$ cat src/rtl/cdb_arbiter.sv
// Common Data Bus arbiter: round-robin grant among functional-unit results,
// registered broadcast of the winner's tag and data plus a saturating broadcast count.
module cdb_arbiter #(
  parameter int NUM_UNITS = 5,
  parameter int DATA_W    = 32,
  parameter int TAG_W     = 3,
  parameter int CNT_W     = 16
) (
  input  logic                        clk,
  input  logic                        reset,
  input  logic [NUM_UNITS-1:0]        req_valid,
  input  logic [NUM_UNITS*DATA_W-1:0] req_result,
  output logic [NUM_UNITS-1:0]        grant,
  output logic                        cdb_valid,
  output logic [TAG_W-1:0]            cdb_tag,
  output logic [DATA_W-1:0]           cdb_data,
  output logic [CNT_W-1:0]            bcast_count
);

  localparam int PTR_W = (NUM_UNITS > 1) ? $clog2(NUM_UNITS) : 1;

  logic [NUM_UNITS-1:0] grant_q, grant_d;
  logic                 cdb_valid_q, cdb_valid_d;
  logic [TAG_W-1:0]     cdb_tag_q, cdb_tag_d;
  logic [DATA_W-1:0]    cdb_data_q, cdb_data_d;
  logic [CNT_W-1:0]     bcast_count_q, bcast_count_d;
  logic [PTR_W-1:0]     rr_ptr_q, rr_ptr_d;

  logic [NUM_UNITS-1:0] elig;
  logic                 found;
  logic [PTR_W-1:0]     win_idx;
  logic [PTR_W:0]       idx_sum;
  logic [PTR_W-1:0]     idx;

  always_comb begin
    // The unit granted last cycle still holds req_valid, so it is masked out.
    elig    = req_valid & ~grant_q;
    found   = 1'b0;
    win_idx = '0;
    idx_sum = '0;
    idx     = '0;
    for (int k = 0; k < NUM_UNITS; k++) begin
      idx_sum = {1'b0, rr_ptr_q} + (PTR_W+1)'(k);
      if (idx_sum >= (PTR_W+1)'(NUM_UNITS)) begin
        idx_sum = idx_sum - (PTR_W+1)'(NUM_UNITS);
      end
      idx = idx_sum[PTR_W-1:0];
      if (!found && elig[idx]) begin
        found   = 1'b1;
        win_idx = idx;
      end
    end
  end

  always_comb begin
    grant_d       = '0;
    cdb_valid_d   = 1'b0;
    cdb_tag_d     = '0;
    cdb_data_d    = '0;
    bcast_count_d = bcast_count_q;
    rr_ptr_d      = rr_ptr_q;
    if (found) begin
      grant_d     = NUM_UNITS'(1) << win_idx;
      cdb_valid_d = 1'b1;
      cdb_tag_d   = TAG_W'(win_idx) + TAG_W'(1);
      for (int j = 0; j < NUM_UNITS; j++) begin
        if (win_idx == PTR_W'(j)) begin
          cdb_data_d = req_result[j*DATA_W +: DATA_W];
        end
      end
      rr_ptr_d = (win_idx == PTR_W'(NUM_UNITS-1)) ? '0 : win_idx + PTR_W'(1);
      if (bcast_count_q != {CNT_W{1'b1}}) begin
        bcast_count_d = bcast_count_q + CNT_W'(1);
      end
    end
  end

  always_ff @(posedge clk) begin
    if (reset) begin
      grant_q       <= '0;
      cdb_valid_q   <= 1'b0;
      cdb_tag_q     <= '0;
      cdb_data_q    <= '0;
      bcast_count_q <= '0;
      rr_ptr_q      <= '0;
    end else begin
      grant_q       <= grant_d;
      cdb_valid_q   <= cdb_valid_d;
      cdb_tag_q     <= cdb_tag_d;
      cdb_data_q    <= cdb_data_d;
      bcast_count_q <= bcast_count_d;
      rr_ptr_q      <= rr_ptr_d;
    end
  end

  assign grant       = grant_q;
  assign cdb_valid   = cdb_valid_q;
  assign cdb_tag     = cdb_tag_q;
  assign cdb_data    = cdb_data_q;
  assign bcast_count = bcast_count_q;

endmodule

$ cat config.mk
export PLATFORM = sky130hd
export DESIGN_NAME = cdb_arbiter
export DESIGN_NICKNAME = d
export VERILOG_FILES = /design/src/rtl/cdb_arbiter.sv
export SDC_FILE = /design/constraint.sdc
export NUM_CORES = 1
export LEC_CHECK = 0
export BUFFER_PORTS_ARGS = -buffer_cell sky130_fd_sc_hd__buf_2
export CAP_MARGIN = 30
export CORE_MARGIN = 10
export CORE_UTILIZATION = 48
export CTS_BUF_LIST = sky130_fd_sc_hd__clkbuf_8
export CTS_CLUSTER_SIZE = 10
export DETAILED_ROUTE_END_ITERATION = 7
export PLACE_DENSITY = 0.92
export SLEW_MARGIN = 20
export SYNTH_ARGS = -nofsm -noshare
export SYNTH_HDL_FRONTEND = slang
export SYNTH_SLANG_ARGS = --single-unit
$ cat constraint.sdc
create_clock -name clk -period 5.7 [get_ports clk]
set_input_delay 1.14 -clock clk [delete_from_list [all_inputs] [get_ports clk]]
set_output_delay 1.14 -clock clk [all_outputs]
set_load 0.05 [all_outputs]
==> impl_metrics.toml <==
[yosys]
synth_area_leader_cell = "dfxtp_1"
synthAdderAreaFrac_pct = 4.30
synth_compound_area_share_pct = 27.2
syn_area_um2 = 4530
synth.avg_cell_area_um2 = 7.79
synth.area.mux_share_pct = 2.40
synth_top_area_share_pct = 26.5
synth_seq_area_share_pct = 26.5
ys_async_sr_fraction_pct = 0
synthesis.nets = 764
netlist_instances = 582
ys_seq_elements = 60
synthXorXnorAreaFrac_pct = 3.67
synth-warning-count = 0
synth.area.top_cells = "dfxtp_1 (26%), a22oi_1 (5.5%), nor2_1 (5.2%)"
synth_edf_count = 0
synth_cell_types = 78
ys.flop_type = "dfxtp_1"
synth_top_family_by_area = "simple AND/OR/NAND/NOR gates"
synthSimpleGateAreaFrac_pct = 27.4

[global_routing]
grt_usage_pct = 23.7
grt_pass1_wl_um = 26000
grt_max_degree = 40
grt_antenna_before_repair = 5
grt_overflow = 0
grt_pass1_vias = 5189

[sta]
clock.fmax_ghz = 0.202
fin_skew_ns = 0.0192
max_slew.worst_pin.slew_ns = 0.799
max_slew_margin_pct = 46.6
rsz0062_at_grt = "false"
maxSlewViolCount = 0
hold_viol = 0
setup_viol = 0
fin_tns_setup_ns = 0
period_minus_slack_ns = 4.94
fin_crit_sh_pct = 86.7

[critical_path]
rr_worst_depth = 15
critPathKind = "reg2reg"
regToRegStartpoint = "rr_ptr_q[1]$_SDFFE_PP0P_"
cp-end-kind = "register"
worst-path-max-fanout = 34
slowest_delay_ns = 0.66
worstPathRequired_ns = 5.94
crit_chain = "inv_1 -> ha_1 -> nor2b_1 -> a32oi_1 -> nand3_1 -> a31o_1 -> or2_1 -> mux2i_1 -> a221oi_1 -> a211oi_2 -> ha_2 -> buf_4 -> a21oi_1 -> or4_1 -> o221ai_1"
rrSetupSlack_ns = 0.76
slowest_stage = "ha_2"
start_kind = "register"
arrival_ns = 5.18
worstReg2RegEnd = "cdb_data[25]$_SDFF_PP0_"

[cts]
cts_resized = 0
clk_pin_slew_worst_paths_ns = 0.09
cts-root-buf = "clkbuf_8"
cts_tree = "yes"
postCtsSetupRepairBufs = 0
cts.sinks = 60
clockBufferDepth = 2
cts.hold.buffers_added = 0
htreeDepth = 3
cts_buffers = 9
clk_latency_ns = 0.33

[worst_hold_path]
hold_end = "bcast_count[5]$_SDFFE_PP0P_"
whs_path_depth = 2
hold_class = "reg2reg"
hold_start = "bcast_count[5]$_SDFFE_PP0P_"

[finish]
fillCellCount = 853
multi_input_area_um2 = 2950
drive_gt1_share_pct = 36.6
areaGrowthSynthToFinish_pct = 29.9
final_common_cell = "buf_2"
regArea_um2 = 1200
finish.net_count = 964
mostFrequentLayoutCells = "buf_2 (223), nor2_1 (63), dfxtp_1 (60)"
finish.utilization_pct = 63.7

[floorplan]
ioPinCount = 224
initial_core_util_pct = 49.1
fp-row-count = 35
core_area_um2 = 9240
die-area_um2 = 13700
die_h_um = 117
die_x_um = 117

[detailed_routing]
dr.pass1.iters = 5
ant_nets = 0
vias = 5277
drc_errors = 0
wirelength_um = 16900
via_per_inst = 5.72
drtIter0Drc = 477
wire_per_inst_um = 18.3

[status]
outcome = "finished clean"

[placed_design]
numPortBuffers = 223
gp_congestion = 0.954
dp_hpwl_um = 13300

[job]
max_cap_violations = 0
## worst max path at each step
stage | startpoint | end
final | rr_ptr_q[1]$_SDFFE_PP0P_ | cdb_data[25]$_SDFF_PP0_
after global placement | req_valid[0] | cdb_data[23]$_SDFF_PP0_
after floorplan | rr_ptr_q[0]$_SDFFE_PP0P_ | cdb_data[10]$_SDFF_PP0_
after CTS | rr_ptr_q[1]$_SDFFE_PP0P_ | cdb_data[25]$_SDFF_PP0_
after global routing | rr_ptr_q[1]$_SDFFE_PP0P_ | cdb_data[23]$_SDFF_PP0_
after detailed placement | req_valid[0] | cdb_data[25]$_SDFF_PP0_
## metrics by stage
stage                     instance area, µm²  setup WS, ns  instances  hold slack, ns
final                                   5890         0.757        923           0.515
after global routing                    5880         0.349        919           0.564
after CTS                               5870         0.781        916           0.514
after detailed placement                5700         0.653        900           0.503
after global placement                  5700         0.817        900           0.491
after floorplan                         4530         0.984        582           0.725
## cell usage after synthesis, drive strengths merged, types with 2 or more instances
cell type and instances:
a2111oi 2, a211o 2, a211oi 6, a21bo 2, a21boi 2, a21o 4, a21oi 42, a221oi 2
a22o 3, a22oi 34, a31o 2, a31oi 5, and2 4, and3 8, and3b 4, buf 20
clkbuf 25, dfxtp 60, ha 14, inv 48, mux2 2, mux2i 6, nand2 46, nand2b 11
nand3 11, nand3b 2, nand4 5, nor2 63, nor2b 11, nor3 7, nor3b 5, nor4 2
o21ai 6, o221ai 33, o22ai 4, or2 3, or4 36, xnor2 12, xor2 7
## kinds of logic after synthesis
group / Yosys count
simple gates: 224
compound gates: 162
buf+inv: 93
flops: 60
xor+xnor: 19
fa+ha+maj: 15
mux: 9
## registers in the layout, indices dropped and copies added (netlist names)
name and flops:
bcast_count 16, cdb_data 32, cdb_tag 3, cdb_valid 1, grant 5, rr_ptr_q 3
## routing by layer
metal	share of wire, %	GRT usage (%)
met2	50	40.0
met4	2.9	9.56
met3	10	8.41
met5	0.077	0
met1	36	26.7
## worst max-delay path: cells and delay by family (launching register included)
kind	cells	cell delay (ns)
AO/OA/AOI/OAI	6	1.46
adder cells (fa/ha/maj)	2	1.18
buffers and inverters	2	0.58
flip-flops	1	0.31
multiplexers	1	0.22
AND/OR/NAND/NOR	4	1.10
## layout make-up
cell class	instances	share of cell area, %
clock buffer	9	2.10
antenna	7	0.297
inverter	48	3.06
timing repair buffer	234	20.4
sequential	60	20.4
tap	129	2.74
multi-input combinational	429	50.2
clock inverter	7	0.871
Power is not shown: default switching activity piles up to over one toggle a cycle in this logic, so the estimate is an artifact.
